===== config.mk =====
export PLATFORM = sky130hd
export DESIGN_NAME = dma_way_counter_mask
export DESIGN_NICKNAME = d
export VERILOG_FILES = /design/src/rtl/dma_way_counter_mask.sv
export SDC_FILE = /design/constraint.sdc
export NUM_CORES = 1
export LEC_CHECK = 0
export CAP_MARGIN = 20
export CORE_AREA = 2 2 43 45
export DETAILED_ROUTE_END_ITERATION = 7
export DIE_AREA = 0 0 45 47
export HOLD_SLACK_MARGIN = 0.06
export PLACE_DENSITY = 0.85
export SYNTH_ARGS = -nofsm -noshare
export SYNTH_HDL_FRONTEND = slang
export SYNTH_SLANG_ARGS = --single-unit

===== constraint.sdc =====
create_clock -name clk_i -period 1.17 [get_ports clk_i]
set_input_delay 0.234 -clock clk_i [delete_from_list [all_inputs] [get_ports clk_i]]
set_output_delay 0.234 -clock clk_i [all_outputs]
set_load 0.01 [all_outputs]

===== src/rtl/dma_way_counter_mask.sv =====
// rtl/dma_way_counter_mask.sv - way counter with one-hot way decode and bit-replicating mask expanders
module dma_way_counter_mask #(
    parameter int max_val_p  = 4,
    parameter int init_val_p = 0,
    parameter int num_out_p  = 4,
    parameter int expand_p   = 4,
    parameter int in_width_p = 4,
    localparam int cw_raw    = $clog2(max_val_p + 1),
    localparam int cw        = (cw_raw < 1) ? 1 : cw_raw,
    localparam int sw_raw    = $clog2(num_out_p),
    localparam int sw        = (sw_raw < 1) ? 1 : sw_raw
) (
    input  logic                           clk_i,
    input  logic                           reset_i,
    input  logic                           clear_i,
    input  logic                           up_i,
    output logic [cw-1:0]                  count_o,
    input  logic [sw-1:0]                  sel_i,
    output logic [num_out_p-1:0]           onehot_o,
    output logic [num_out_p*expand_p-1:0]  onehot_exp_o,
    input  logic [in_width_p-1:0]          mask_i,
    output logic [in_width_p*expand_p-1:0] mask_exp_o
);

    localparam logic [cw-1:0] max_val = cw'(max_val_p);
    localparam logic [cw-1:0] init_val = cw'(init_val_p);

    logic [cw-1:0] count_q;
    logic [cw-1:0] count_d;
    logic [cw-1:0] count_inc;

    // Increment wraps explicitly at max_val_p, which need not be a power-of-two boundary
    always_comb begin
        count_inc = count_q + cw'(1);
        if (count_q == max_val) begin
            count_inc = '0;
        end
    end

    // Next-state selection: clear wins over hold, clear with up restarts at one
    always_comb begin
        count_d = count_q;
        if (clear_i && up_i) begin
            count_d = cw'(1);
        end else if (clear_i) begin
            count_d = '0;
        end else if (up_i) begin
            count_d = count_inc;
        end
    end

    // Counter register; reset overrides any clear/up request in the same cycle
    always_ff @(posedge clk_i) begin
        if (reset_i) begin
            count_q <= init_val;
        end else begin
            count_q <= count_d;
        end
    end

    assign count_o = count_q;

    // One-hot way decode; an index past the last way matches no output bit
    for (genvar k = 0; k < num_out_p; k++) begin : g_decode
        assign onehot_o[k] = (sel_i == sw'(k));
    end

    // Replicate every decode bit expand_p times, bit 0 into the LSB group
    for (genvar j = 0; j < num_out_p; j++) begin : g_onehot_exp
        assign onehot_exp_o[j*expand_p +: expand_p] = {expand_p{onehot_o[j]}};
    end

    // Replicate every mask bit expand_p times, bit 0 into the LSB group
    for (genvar j = 0; j < in_width_p; j++) begin : g_mask_exp
        assign mask_exp_o[j*expand_p +: expand_p] = {expand_p{mask_i[j]}};
    end

endmodule


Word-level counts from Yosys, hierarchy flattened

Cells that the tools add are included.
Widths: inputs -> output; s select.

Add/sub/neg operators: 1
Equality and inequality tests: 4
Multiplexer cells: 4
Reductions and logical operators: 4

Operator list:

| operator            | number |
|---|---|
| $eq 2x2->1 const B  | 2 |
| $add 3x1->3 const B | 1 |
| $eq 3x3->1 const B  | 1 |
| $mux 1              | 3 |
| $mux 3              | 1 |
| $reduce_bool 3->1   | 1 |
| $reduce_or 3->1     | 1 |
| $eq 2x1->1 const B  | 1 |
| $logic_not 2->1     | 1 |
| $logic_and 1x1->1   | 1 |

Register bits: 3
Input bits: 10
Output and inout port bits: 39
Logic and storage cells: 15

Logic depth before layout (Yosys ltp)

Word-level depth: 5
Mapped depth: 5
Gate-level depth less buffers: 5

Least setup slack after synthesis

OpenSTA, ideal clock, no wires.

Path type: reg-to-reg
Start: register count_q[0] (netlist: count_o[0])
End: register count_q[2] (netlist: count_o[2])
Setup time: 0.092 ns
Arrival time: 0.995 ns
Data required time: 1.078 ns
Setup slack: 0.083 ns
Stages on the path, launching flop included: 5
Clock period less this slack: 1.087 ns
Path through: dfxtp_1 > inv_1 > ha_1 > o211a_1 > nor4_1

Cells in the longest elaborated chain, start to end: 2
Elaborated cells on any way between the ends: 3
Classes of those cells: 1 x add/sub; 1 x eq/ne; 1 x mux

Ends and longest elaborated chain:

| element                                   | line   | text |
|---|---|---|
| from (decl)                               | 28     | `logic [cw-1:0] count_q;` |
| from (signal assigned)                    | 55     | `count_q <= init_val;` |
| from (signal assigned)                    | 57     | `count_q <= count_d;` |
| $add 3x1->3 or $eq 3x3->1 (tied branches) | 34, 35 |  |
| $mux 3 *                                  | 35     | `if (count_q == max_val) begin` |

Every way passes the cells marked *; elsewhere a longest branch is shown, timed or not.
A chain may end at the register's enable or synchronous reset.

Worst setup path after layout

Start: input sel_i[1]
End: output onehot_o[2]

Cells in the longest elaborated chain, start to end: 1

Ends and longest elaborated chain:

| element     | line | text |
|---|---|---|
| from (decl) | 18   | `input logic [sw-1:0] sel_i,` |
| $eq 2x2->1  | 65   | `assign onehot_o[k] = (sel_i == sw'(k));` |
| to (decl)   | 19   | `output logic [num_out_p-1:0] onehot_o,` |

No other way between the ends.

==> metrics.txt <==
Row Count=15; crit-path max FO=4; Pre-Repair DR Iteration Count=1; Yosys reg bits=3; Sw Ratio=29.04%; cts hold-fix bufs=0; number of flip-flops under the largest register name=3; Internal=0.0003068 W; first-pass GRT wire length=1221 um; Final Hold Viols=0; Req. time, crit path=940 ps; CP Data Arrival Time=880 ps; critical path type=input port to output pin; Clock Latency Late Sink=240 ps; Seq/Total Area, Yosys=14.55%; Top-Level Pins=49; Detail Placement HPWL=645.7 um; crit path time final=1113 ps; Slew @ Worst Pin=185.9 ps; # nets final=70; Max Clk Rate=0.8981 GHz; Inserted Clock Buffers=3; GPL Wtd Cong=0.6735; # Max-Cap Violations=0; combinational share of power=31.2%; Diodes inserted=0; R2R cell count=4; outcome=complete, no violations; post-place setup slack=-750.9 ps; core area=1652 sq um; Multi-input gate area=132.6 sq um; worst hold path class=input port to output pin; post-synthesis area per instance=7.940 sq um; Flop pwr share=25.5%; hold depth=0; WHS=468.0 ps; drt via density=4.203; met2 global-route usage=16.29%; FFs w/ async S/R, synth=0%; largest net degree at the start of global routing=6; Net Sw Power=0.0001255 W; post-route insts no fill=74; root buffer cell=clkbuf_4; Area Growth Syn to Fin=27.88%; number of distinct library cells after synthesis=14; DRT antenna net count=0; CP Capture Type=output pin; Mapped Cells=52; maximum clock insertion buffer count=2; number of synthesized flops with an enable pin=0; clk sinks=3; initial antenna violation count=0; Core Util, Final=31.97%; Slew Viols, Final=0; met1 Resource Use GR=5.977%; Synth Warn #=0; Max-slew headroom=87.51%; Cell Area, Synth=412.9 sq um; Register Area=61.31 sq um; fill cell count=191; worst vdd ir=0.6196 mV; GR peak layer=met2; IO buf count=28; Final Worst Setup Slack=56.57 ps; PwrDens=818.8 nW/um^2; Synth Flop Type=dfxtp_1; Remaining Overflow, GRT=0; Mapped Nets=64; final period utilization=95.16%; Clock Skew=2.764 ps; GR Util met3=3.846%; Initial Util=25.00%; CTS tree=yes; final WL=852 um; RSZ-0062 raised after global routing=false; DIE HEIGHT=47 um; share of cells above drive strength 1=31.58%; Clk network pwr share=43.3%; Lkg Pwr=0.3015 nW; total track usage=8.924%; DRT iter0 DRCs=0; number of global-route vias before repair=291; drt drc=0; CP Launch Type=input port; DP Cell Count=69; DR vias=311; Die Wd=45 um; post-DR wirelength/cell=11.51 um; Die ar.=2115 sq um; H-tree Lvls=1; # setup viols final=0
## area by class of cell
class	instances	share of cell area, %
timing repair buffer	33	52.84
inverter	2	1.422
sequential	3	11.61
clock buffer	4	4.976
tap	17	4.028
multi-input combinational	15	25.12
## power groups by stage
stage | combinational (W) | clock [W] | sequential (W)
finish | 0.000135 | 0.000187 | 0.000110
global route | 0.000146 | 0.000204 | 0.000111
CTS | 0.000134 | 0.000198 | 0.000109
detailed placement | 0.000155 | 0 | 0.000111
global placement | 0.000150 | 0 | 0.000111
floorplan | 0.000137 | 0 | 0.000112
## per-stage QoR
step / instance area (sq um) / power [W] / TNS [ps]
floorplan: 412.9 / 0.0002491 / 0
global placement: 504.2 / 0.0002612 / -12210
detailed placement: 504.2 / 0.0002656 / -13170
CTS: 519.2 / 0.0004408 / 0
global route: 528.0 / 0.0004603 / 0
finish: 528.0 / 0.0004324 / 0
## worst paths after layout
kind              slack, ps              to        from
setup / recovery         60     onehot_o[2]    sel_i[1]
hold / removal          470  mask_exp_o[14]   mask_i[3]
setup reg to reg         80      count_o[2]  count_o[0]
hold reg to reg         560      count_o[1]  count_o[1]
## per-layer routing
metal  up-vias  share of wire, %
met2        32                54
li1        143                 -
met1       132                25
met3         4                17
met4         0               4.0
met5         -                 0
## Yosys cell counts, types with 2 or more instances
master    n  area [sq um]
dfxtp_1   3         60.06
ha_1      2         25.02
nor2b_1   2         12.51
buf_4    32         240.2
a21oi_1   3         15.01
inv_1     2         7.510
## cells by family after synthesis
family	synth area share, %
adder cells (fa/ha/maj)	6.060
AND/OR/NAND/NOR	9.697
flip-flops	14.55
multiplexers	2.424
buffers and inverters	60.00
AO/OA/AOI/OAI	7.271
## layout by cell type (no fill, tap or decap), types with 2 or more instances in the layout
cell type        count
buf_4                5
clkdlybuf4s50_1      3
a21oi_1              2
clkbuf_4             3
inv_1                2
nor2b_4              2
ha_1                 2
buf_2                2
dlygate4sd2_1       20
dfxtp_1              2
## what timing repair did
item,CTS,global route
buffers inserted,1,0
endpoints found under the setup margin,23,5
gates resized for setup,38,6
## worst max-delay path, cell delays in order
cell and delay [ps]:
buf_2 130, nor2b_4 180, buf_4 120, clkdlybuf4s15_2 210
Note: power is estimated with default switching activity, not from simulation.
